## config.mk

```make
export PLATFORM = sky130hd
export DESIGN_NAME = clean_mode_timer
export DESIGN_NICKNAME = d
export VERILOG_FILES = /design/src/rtl/clean_mode_timer_pkg.sv /design/src/rtl/second_tick_gen.sv /design/src/rtl/clean_mode_timer.sv
export SDC_FILE = /design/constraint.sdc
export NUM_CORES = 1
export LEC_CHECK = 0
export CORE_UTILIZATION = 56
export DETAILED_ROUTE_END_ITERATION = 16
export PLACE_DENSITY = 0.77
export SETUP_SLACK_MARGIN = 0.05
export SYNTH_ARGS = -nofsm -noshare
export SYNTH_HDL_FRONTEND = slang
export SYNTH_SLANG_ARGS = --single-unit
```

## constraint.sdc

```tcl
create_clock -name clk -period 2.8 [get_ports clk]
set_clock_uncertainty 0.05 [all_clocks]
set_input_delay 0.42 -clock clk [delete_from_list [all_inputs] [get_ports clk]]
set_output_delay 0.42 -clock clk [all_outputs]
set_load 0.03 [all_outputs]
```

## src/rtl/clean_mode_timer_pkg.sv

```systemverilog
// Shared constants for the hood clean-mode path: default timing, clean-state encodings
// and top-level mode codes.
package clean_mode_timer_pkg;

   localparam int DEF_CLK_FREQ      = 100_000_000;
   localparam int DEF_CLEAN_SECONDS = 180;
   localparam int DEF_CNT_WIDTH     = 27;

   localparam int CLEAN_STATE_WIDTH = 2;
   localparam logic [CLEAN_STATE_WIDTH-1:0] CLEAN_IDLE   = 2'd0;
   localparam logic [CLEAN_STATE_WIDTH-1:0] CLEAN_RUN    = 2'd1;
   localparam logic [CLEAN_STATE_WIDTH-1:0] CLEAN_FINISH = 2'd2;

   localparam int MODE_WIDTH = 3;
   localparam logic [MODE_WIDTH-1:0] STAND_MODE  = 3'd0;
   localparam logic [MODE_WIDTH-1:0] LOW_MODE    = 3'd1;
   localparam logic [MODE_WIDTH-1:0] HIGH_MODE   = 3'd2;
   localparam logic [MODE_WIDTH-1:0] STORM_MODE  = 3'd3;
   localparam logic [MODE_WIDTH-1:0] CLEAN_MODE  = 3'd4;

endpackage

```

## src/rtl/second_tick_gen.sv

```systemverilog
// Free-running CLK_FREQ prescaler with synchronous clear and enable; emits a one-cycle
// tick on the last count of each second.
module second_tick_gen #(
   parameter int CLK_FREQ  = 100_000_000,
   parameter int CNT_WIDTH = 27
) (
   input  logic clk,
   input  logic rstn,
   input  logic clr,
   input  logic en,
   output logic tick
);

   localparam logic [CNT_WIDTH-1:0] LAST = CNT_WIDTH'(CLK_FREQ - 1);

   logic [CNT_WIDTH-1:0] cnt;

   always_ff @(posedge clk or negedge rstn) begin
      if (!rstn) begin
         cnt <= '0;
      end else if (clr) begin
         cnt <= '0;
      end else if (en) begin
         cnt <= (cnt == LAST) ? '0 : cnt + CNT_WIDTH'(1);
      end
   end

   // clear dominates so a cancelled second never produces a stray tick
   assign tick = en & ~clr & (cnt == LAST);

endmodule

```

## src/rtl/clean_mode_timer.sv

```systemverilog
// Self-clean countdown started by a rising edge of clean_mode_toggle; abort cancels it,
// completion raises one-cycle clean_finish / reminder_clear pulses.
module clean_mode_timer
   import clean_mode_timer_pkg::*;
#(
   parameter int CLK_FREQ      = DEF_CLK_FREQ,
   parameter int CLEAN_SECONDS = DEF_CLEAN_SECONDS,
   parameter int CNT_WIDTH     = DEF_CNT_WIDTH
) (
   input  logic       clk,
   input  logic       rstn,
   input  logic       clean_mode_toggle,
   input  logic       abort,
   output logic       clean_active,
   output logic [7:0] remaining_seconds,
   output logic       clean_finish,
   output logic       reminder_clear
);

   logic [CLEAN_STATE_WIDTH-1:0] state;
   logic [CLEAN_STATE_WIDTH-1:0] state_nxt;
   logic [7:0]                   rem;
   logic [7:0]                   rem_nxt;
   logic                         toggle_d;
   logic                         start;
   logic                         tick;
   logic                         presc_clr;

   // toggle_d follows the input in every state, so edges seen outside IDLE are consumed
   assign start     = clean_mode_toggle & ~toggle_d;
   assign presc_clr = (state != CLEAN_RUN) | abort;

   second_tick_gen #(
      .CLK_FREQ  (CLK_FREQ),
      .CNT_WIDTH (CNT_WIDTH)
   ) u_tick (
      .clk  (clk),
      .rstn (rstn),
      .clr  (presc_clr),
      .en   (state == CLEAN_RUN),
      .tick (tick)
   );

   always_comb begin
      state_nxt = state;
      rem_nxt   = rem;
      case (state)
         CLEAN_IDLE: begin
            rem_nxt = '0;
            if (start && !abort) begin
               state_nxt = CLEAN_RUN;
               rem_nxt   = 8'(CLEAN_SECONDS);
            end
         end
         CLEAN_RUN: begin
            if (abort) begin
               state_nxt = CLEAN_IDLE;
               rem_nxt   = '0;
            end else if (tick && rem != 8'd0) begin
               rem_nxt = rem - 8'd1;
               if (rem == 8'd1) begin
                  state_nxt = CLEAN_FINISH;
               end
            end
         end
         CLEAN_FINISH: begin
            state_nxt = CLEAN_IDLE;
            rem_nxt   = '0;
         end
         default: begin
            state_nxt = CLEAN_IDLE;
            rem_nxt   = '0;
         end
      endcase
   end

   always_ff @(posedge clk or negedge rstn) begin
      if (!rstn) begin
         state    <= CLEAN_IDLE;
         rem      <= '0;
         toggle_d <= 1'b0;
      end else begin
         state    <= state_nxt;
         rem      <= rem_nxt;
         toggle_d <= clean_mode_toggle;
      end
   end

   assign clean_active      = (state == CLEAN_RUN);
   assign clean_finish      = (state == CLEAN_FINISH);
   assign reminder_clear    = (state == CLEAN_FINISH);
   assign remaining_seconds = rem;

endmodule

```

==> results of run 1 <==
## metrics by stage
step	total power, uW	instance area [sq um]	setup slack (ns)	utilization
2_1_floorplan	610	2000	0.794	-
3_3_place_gp	641	2200	0.626	0.648
3_5_place_dp	642	2200	0.534	0.648
4_1_cts	942	2260	0.521	0.666
5_1_grt	967	2260	0.375	0.666
6_report	939	2260	0.545	0.666
## layout by cell type, fill, tap and decap left out, types with 2 or more instances in the layout
| master | netlist | final |
|---|---|---|
| nor2b_1 | 2 | 2 |
| and3_2 | 2 | 2 |
| nand4_1 | 7 | 7 |
| nor4_4 | 3 | 3 |
| nand3_1 | 21 | 21 |
| nor2_1 | 37 | 37 |
| o21ai_0 | 4 | 4 |
| o211ai_1 | 3 | 3 |
| xnor2_1 | 6 | 6 |
| xor2_1 | 17 | 17 |
| mux2i_1 | 2 | 2 |
| buf_4 | 1 | 3 |
| clkdlybuf4s50_1 | 0 | 13 |
| nand2_2 | 2 | 2 |
| clkbuf_4 | 0 | 5 |
| nand2_1 | 14 | 14 |
| dfrtp_1 | 38 | 38 |
| ha_1 | 3 | 3 |
| or3_1 | 5 | 5 |
| inv_1 | 6 | 6 |
| a21oi_1 | 4 | 4 |
| and3_1 | 3 | 3 |
| nor3_1 | 8 | 8 |
## sequential cells by signal (all words and copies together) (netlist names)
name,count
u_tick.cnt,27
remaining_seconds,8
state,2
toggle_d,1
## final timing paths
kind	from	end	slack [ns]	cells after the start
min in group clk	u_tick.cnt[0]	u_tick.cnt[0]	0.46	1
min reg2reg	u_tick.cnt[0]	u_tick.cnt[0]	0.46	1
min	rstn	u_tick.cnt[0]	0.11	1
max reg2reg	u_tick.cnt[17]	u_tick.cnt[24]	0.54	5
max in group asynchronous	rstn	remaining_seconds[6]	2.07	1
max	u_tick.cnt[17]	u_tick.cnt[24]	0.54	5
## cell families after synthesis
group	synth area share
adders and majority gates	0.0188
and+or+nand+nor	0.326
DFF	0.475
AOI/OAI and AO/OA	0.0400
muxes	0.0175
buffers and inverters	0.0219
xor gates and xnor gates	0.101
## area by class of cell
type / instances / area (sq um)
Tap cell: 46 / 57.6
Sequential cell: 38 / 951
Multi-Input combinational cell: 158 / 1010
Timing Repair Buffer: 17 / 158
Clock buffer: 7 / 55.1
Fill cell: 289 / 1130
Clock inverter: 1 / 5.00
Inverter: 6 / 22.5
## power by group through the flow
| stage | clock (uW) | sequential, uW | combinational (uW) |
|---|---|---|---|
| 6_report | 307 | 562 | 69.5 |
| 5_1_grt | 327 | 563 | 76.8 |
| 4_1_cts | 310 | 562 | 70.0 |
| 3_5_place_dp | 0 | 573 | 69.8 |
| 3_3_place_gp | 0 | 572 | 68.4 |
| 2_1_floorplan | 0 | 578 | 31.8 |
## metal layers
layer | up-vias | GRT usage
met2 | 27 | 0.410
met4 | 0 | 0.105
met1 | 756 | 0.327
met5 | - | 0
li1 | 755 | -
met3 | 7 | 0.0559
## worst reg2reg max path: cells and delay by family (launching register included)
kind	cells	cell delay, ns
AND/OR/NAND/NOR	5	1.63
flip-flops	1	0.44
==> run metrics, run 1 <==
Hold-fix buffers, CTS=0; wire length per cell=~15 microns; via count=~1500; Req. time, crit path=2.98 ns; Post-synth EDFFs=0; Min-Delay Path Class=input port to async pin; area grow syn2layout=12.7%; Die W=~62 microns; post-synth top area cell=dfrtp_1; initial antenna violation count=0; TritonCTS clock tree=done; H-tree Lvls=2; GRT Util Overall=0.252; Syn Nets=about 210; vias in the first global route=about 1500; Achievable Freq=roughly 440 MHz; Slowest-stage cell, CP=or4b_4; internal power=around 700 uW; Starting Density=0.591; grt ovf=0; Yosys Warn Count=0; Max rail drop VDD=0.000295 V; filler-free cell count of the finished design=between 200 and 300; Seq cells post-synth=38; Synth async-reset ratio=1.00; Max Transition Viols Final=0; most frequent cell after synthesis=dfrtp_1; power share of the sequential group=0.599; Met1 Routed Length=around 1800 microns; die footprint=about 0.0038 sq mm; Crit Path Class=flop to flop; Post-Syn Area=about 0.0020 sq mm; P per Cell Area=416 mW/mm^2; clock root cell=clkbuf_4; library cells used by synthesis=38; routed wl met3=~140 microns; violation count after the first detailed-route iteration=104; Synth top area share=0.475; Worst Setup Start Kind=flop; worst-margin pin slew=between 0.8 and 0.9 ns; slew margin rel.=0.442; RSZ-0062 raised after global routing=false; routed wl met2=roughly 2100 microns; clock share of power=0.327; commonest cells in the synthesized netlist=38 x dfrtp_1, 37 x nor2_1, 21 x nand3_1, 17 x xor2_1, 14 x nand2_1; sequential-to-total area share from yosys stat=0.475; # IOs=15; core area=between 0.003 and 0.004 sq mm; hold_ws=around 0.11 ns; Net Sw Frac=0.254; cell mode on critical path=nand2_2; first-pass GRT wire length=slightly below 7000 microns; top sig layer=met4; post-detail-place hpwl=between 2000 and 3000 microns; Avg Inst Size Synth=~9.7 sq um; Max FO, Critical Path=25; setup bufs post-CTS=0; # rows=21; Worst-path clk slew=between 0.1 and 0.15 ns; nature of the critical path endpoint=flop; Max clock buf depth=2; largest net degree at the start of global routing=39; share of the clock period used by the worst path=0.805; Chip Height=roughly 62 microns; Most used DFF post-synth=dfrtp_1; drt first pass iters=4; TNS Setup=0 ns; Top delay family on crit path=simple AND/OR/NAND/NOR gates; # resized after CTS=0; crit path cell chain=or4b_4 > nor4_4 > nand2_2 > nand2_2 > nor2_1; # setup viols final=0; slowest cell delay on critical path=about 0.55 ns; post-layout min period=roughly 2.3 ns; Vias per Instance=5.66; maxcap violations=0; CP bufs+invs=0; CTS Buf Count=5; Clock Latency Late Sink=~0.35 ns; leak pwr=about 0.00096 uW; P_sw=approximately 240 uW; Synth Instances=around 200; GP Congestion=just over 0.9; Residual DRC=0; power share of the combinational group=0.074; status=completed; Port Buffers=14; final hold vios=0; Antenna Cells=0; Final nets=roughly 230; clk sink count=38; layout cell share with drive strength beyond 1=0.115; DP Cell Count=roughly 270; crit path DAT=roughly 2.4 ns; Final ANT Viol Nets=0; Area contributors post-synth=dfrtp_1 48%, xor2_1 7.4%, nor2_1 6.9%, nand3_1 5.3%, nor4_4 3.2%; DRT Wirelength=4110 microns
No activity file was read; power rests on OpenSTA's default activity.
==> run 2: changes to the inputs <==
--- a/config.mk
+++ b/config.mk
@@ -5,9 +5,9 @@
 export SDC_FILE = /design/constraint.sdc
 export NUM_CORES = 1
 export LEC_CHECK = 0
-export CORE_UTILIZATION = 56
+export CORE_UTILIZATION = 52
 export DETAILED_ROUTE_END_ITERATION = 16
-export PLACE_DENSITY = 0.77
+export PLACE_DENSITY = 0.75
 export SETUP_SLACK_MARGIN = 0.05
 export SYNTH_ARGS = -nofsm -noshare
 export SYNTH_HDL_FRONTEND = slang
==> constraint.sdc (replaced) <==
create_clock -name clk -period 1.9 [get_ports clk]
set_clock_uncertainty 0.05 [all_clocks]
set_input_delay 0.285 -clock clk [delete_from_list [all_inputs] [get_ports clk]]
set_output_delay 0.285 -clock clk [all_outputs]
set_load 0.03 [all_outputs]
==> run metrics, run 2 (synthesis results as in run 1) <==
status=finished, violations left; failing checks=setup timing; Vias per Instance=5.45; Worst-path clk slew=roughly 0.07 ns; via count=~1700; Worst Setup Start Kind=flop; final hold vios=0; grt ovf=0; number of flip-flops in the largest register=27; Residual DRC=0; power share of the combinational group=0.088; crit path DAT=2.20 ns; Overall Power=approximately 1500 uW; nature of the critical path endpoint=flop; clk sink count=38; reg2reg path depth=6; Post-Place Setup Slack=-0.146 ns; most common cell after layout, fill and taps aside=dfrtp_1; GRT Util Overall=0.260; Net Sw Frac=0.235; worst-margin pin slew=approximately 0.64 ns; TNS Setup=-0.473 ns; Die W=64.0 microns; Achievable Freq=between 400 and 500 MHz; Final ANT Viol Nets=0; core area=approximately 0.0037 sq mm; post-detail-place hpwl=3210 microns; leak pwr=between 0.001 and 0.0015 uW; area grow syn2layout=30.2%; P per Cell Area=between 500 and 600 mW/mm^2; Port Buffers=14; # setup viols final=8; Req. time, crit path=between 2 and 2.5 ns; Final WS setup=-0.121 ns; power share of the sequential group=0.565; Chip Height=approximately 64 microns; R2R Path End=remaining_seconds[1]; R2R setup slack=-0.12 ns; DRT Wirelength=between 4000 and 5000 microns; P_sw=345 uW; RSZ-0062 raised after global routing=true; Max clock buf depth=2; Crit Path Class=flop to flop; Reg with most FFs=u_tick.cnt; post-layout min period=2.02 ns; Max FO, Critical Path=6; wire length per cell=between 10 and 15 microns; first-pass GRT wire length=8030 microns; CTS Buf Count=5; clock share of power=0.347; worst r2r src=u_tick.cnt[12]; Max rail drop VDD=0.000462 V; # IOs=15; crit path from=u_tick.cnt[12]; maxcap violations=0; TritonCTS clock tree=done; layout cell share with drive strength beyond 1=0.233; GP Congestion=approximately 0.8; Clock Latency Late Sink=0.29 ns; Final Util=0.707; share of the clock period used by the worst path=1.06; die footprint=~0.0041 sq mm; FILL cells=285; commonest non-fill, non-tap cells in the layout=38 x dfrtp_1, 37 x nor2_1, 31 x buf_4; internal power=1120 uW; H-tree Lvls=2; vias in the first global route=roughly 1600; critical path capture point=remaining_seconds[1]; violation count after the first detailed-route iteration=a little over 90; clock root cell=clkbuf_8; initial antenna violation count=0; slew margin rel.=0.572; # rows=22; Max Transition Viols Final=0; Starting Density=0.543; Min-Delay Path Class=input port to async pin; Antenna Cells=0; largest net degree at the start of global routing=21; Final nets=roughly 270; drt first pass iters=4
-- run 2: changes by cell type in the layout (fill, tap and decap cells not counted), moves of 3 or more --
cell,before,now
nand3_2,1,4
buf_4,3,31
clkdlybuf4s50_1,13,8
nand3_1,21,18
dlygate4sd2_1,0,3
clkbuf_4,5,0
clkbuf_8,1,5
-- run 2: power by group through the flow --
stage | clock network (uW) | registers, uW | logic (uW)
2_1_floorplan | 0 | 852 | 52.9
3_3_place_gp | 0 | 844 | 122
3_5_place_dp | 0 | 844 | 124
4_1_cts | 520 | 829 | 130
5_1_grt | 556 | 830 | 142
6_report | 508 | 829 | 129
-- run 2: how the worst min path moves through the flow --
stage                      startpoint                   end  slack (ns)  cells after the start
floorplan                        rstn  remaining_seconds[0]       -0.06                      0
global placement                 rstn        u_tick.cnt[19]        0.21                      1
detailed placement               rstn        u_tick.cnt[19]        0.21                      1
CTS                 clean_mode_toggle              toggle_d        0.44                      1
global route        clean_mode_toggle              toggle_d        0.44                      1
finish                           rstn        u_tick.cnt[19]        0.43                      2
-- run 2: timing repair --
action                                  in CTS  in global routing
cloned                                       1                  0
setup buffers                                2                  0
pin swaps                                    5                  9
resized for setup                           11                  4
endpoints found under the hold margin       19                  0
hold buffers                                 1                  0
endpoints found under the setup margin      39                 38
-- run 2: worst max-delay path, stage by stage (launching register included) --
cell and delay (ns):
dfrtp_1 0.38, or4_4 0.54, nor4_4 0.26, buf_4 0.19, nand3b_4 0.14, mux2_4 0.33
nor2_2 0.07
-- run 2: metal layers --
| layer | vias up | part of all wire | global-route usage | routed length, microns |
|---|---|---|---|---|
| met4 | 0 | 0.012 | 0.0710 | 54 |
| li1 | 819 | - | - | - |
| met1 | 805 | 0.48 | 0.366 | 2190 |
| met3 | 7 | 0.040 | 0.0732 | 179 |
| met2 | 36 | 0.46 | 0.392 | 2090 |
| met5 | - | 0 | 0 | 0 |
-- run 2: layout make-up --
cell class	instances	area, sq um	share of cell area
clock buffers	7	76.3	0.0293
inverters	6	22.5	0.00864
multi-input cells	159	1090	0.417
flip-flops and latches	38	951	0.365
well taps	48	60.1	0.0230
repair buffers	48	410	0.157
-- run 2: metrics by stage --
| step | cells | hold slack (ns) | cell area (sq um) |
|---|---|---|---|
| floorplan | 206 | -0.0606 | 2030 |
| CTS | 306 | 0.440 | 2590 |
| global placement | 296 | 0.214 | 2450 |
| finish | 306 | 0.433 | 2610 |
| global route | 306 | 0.437 | 2610 |
| detailed placement | 296 | 0.212 | 2450 |
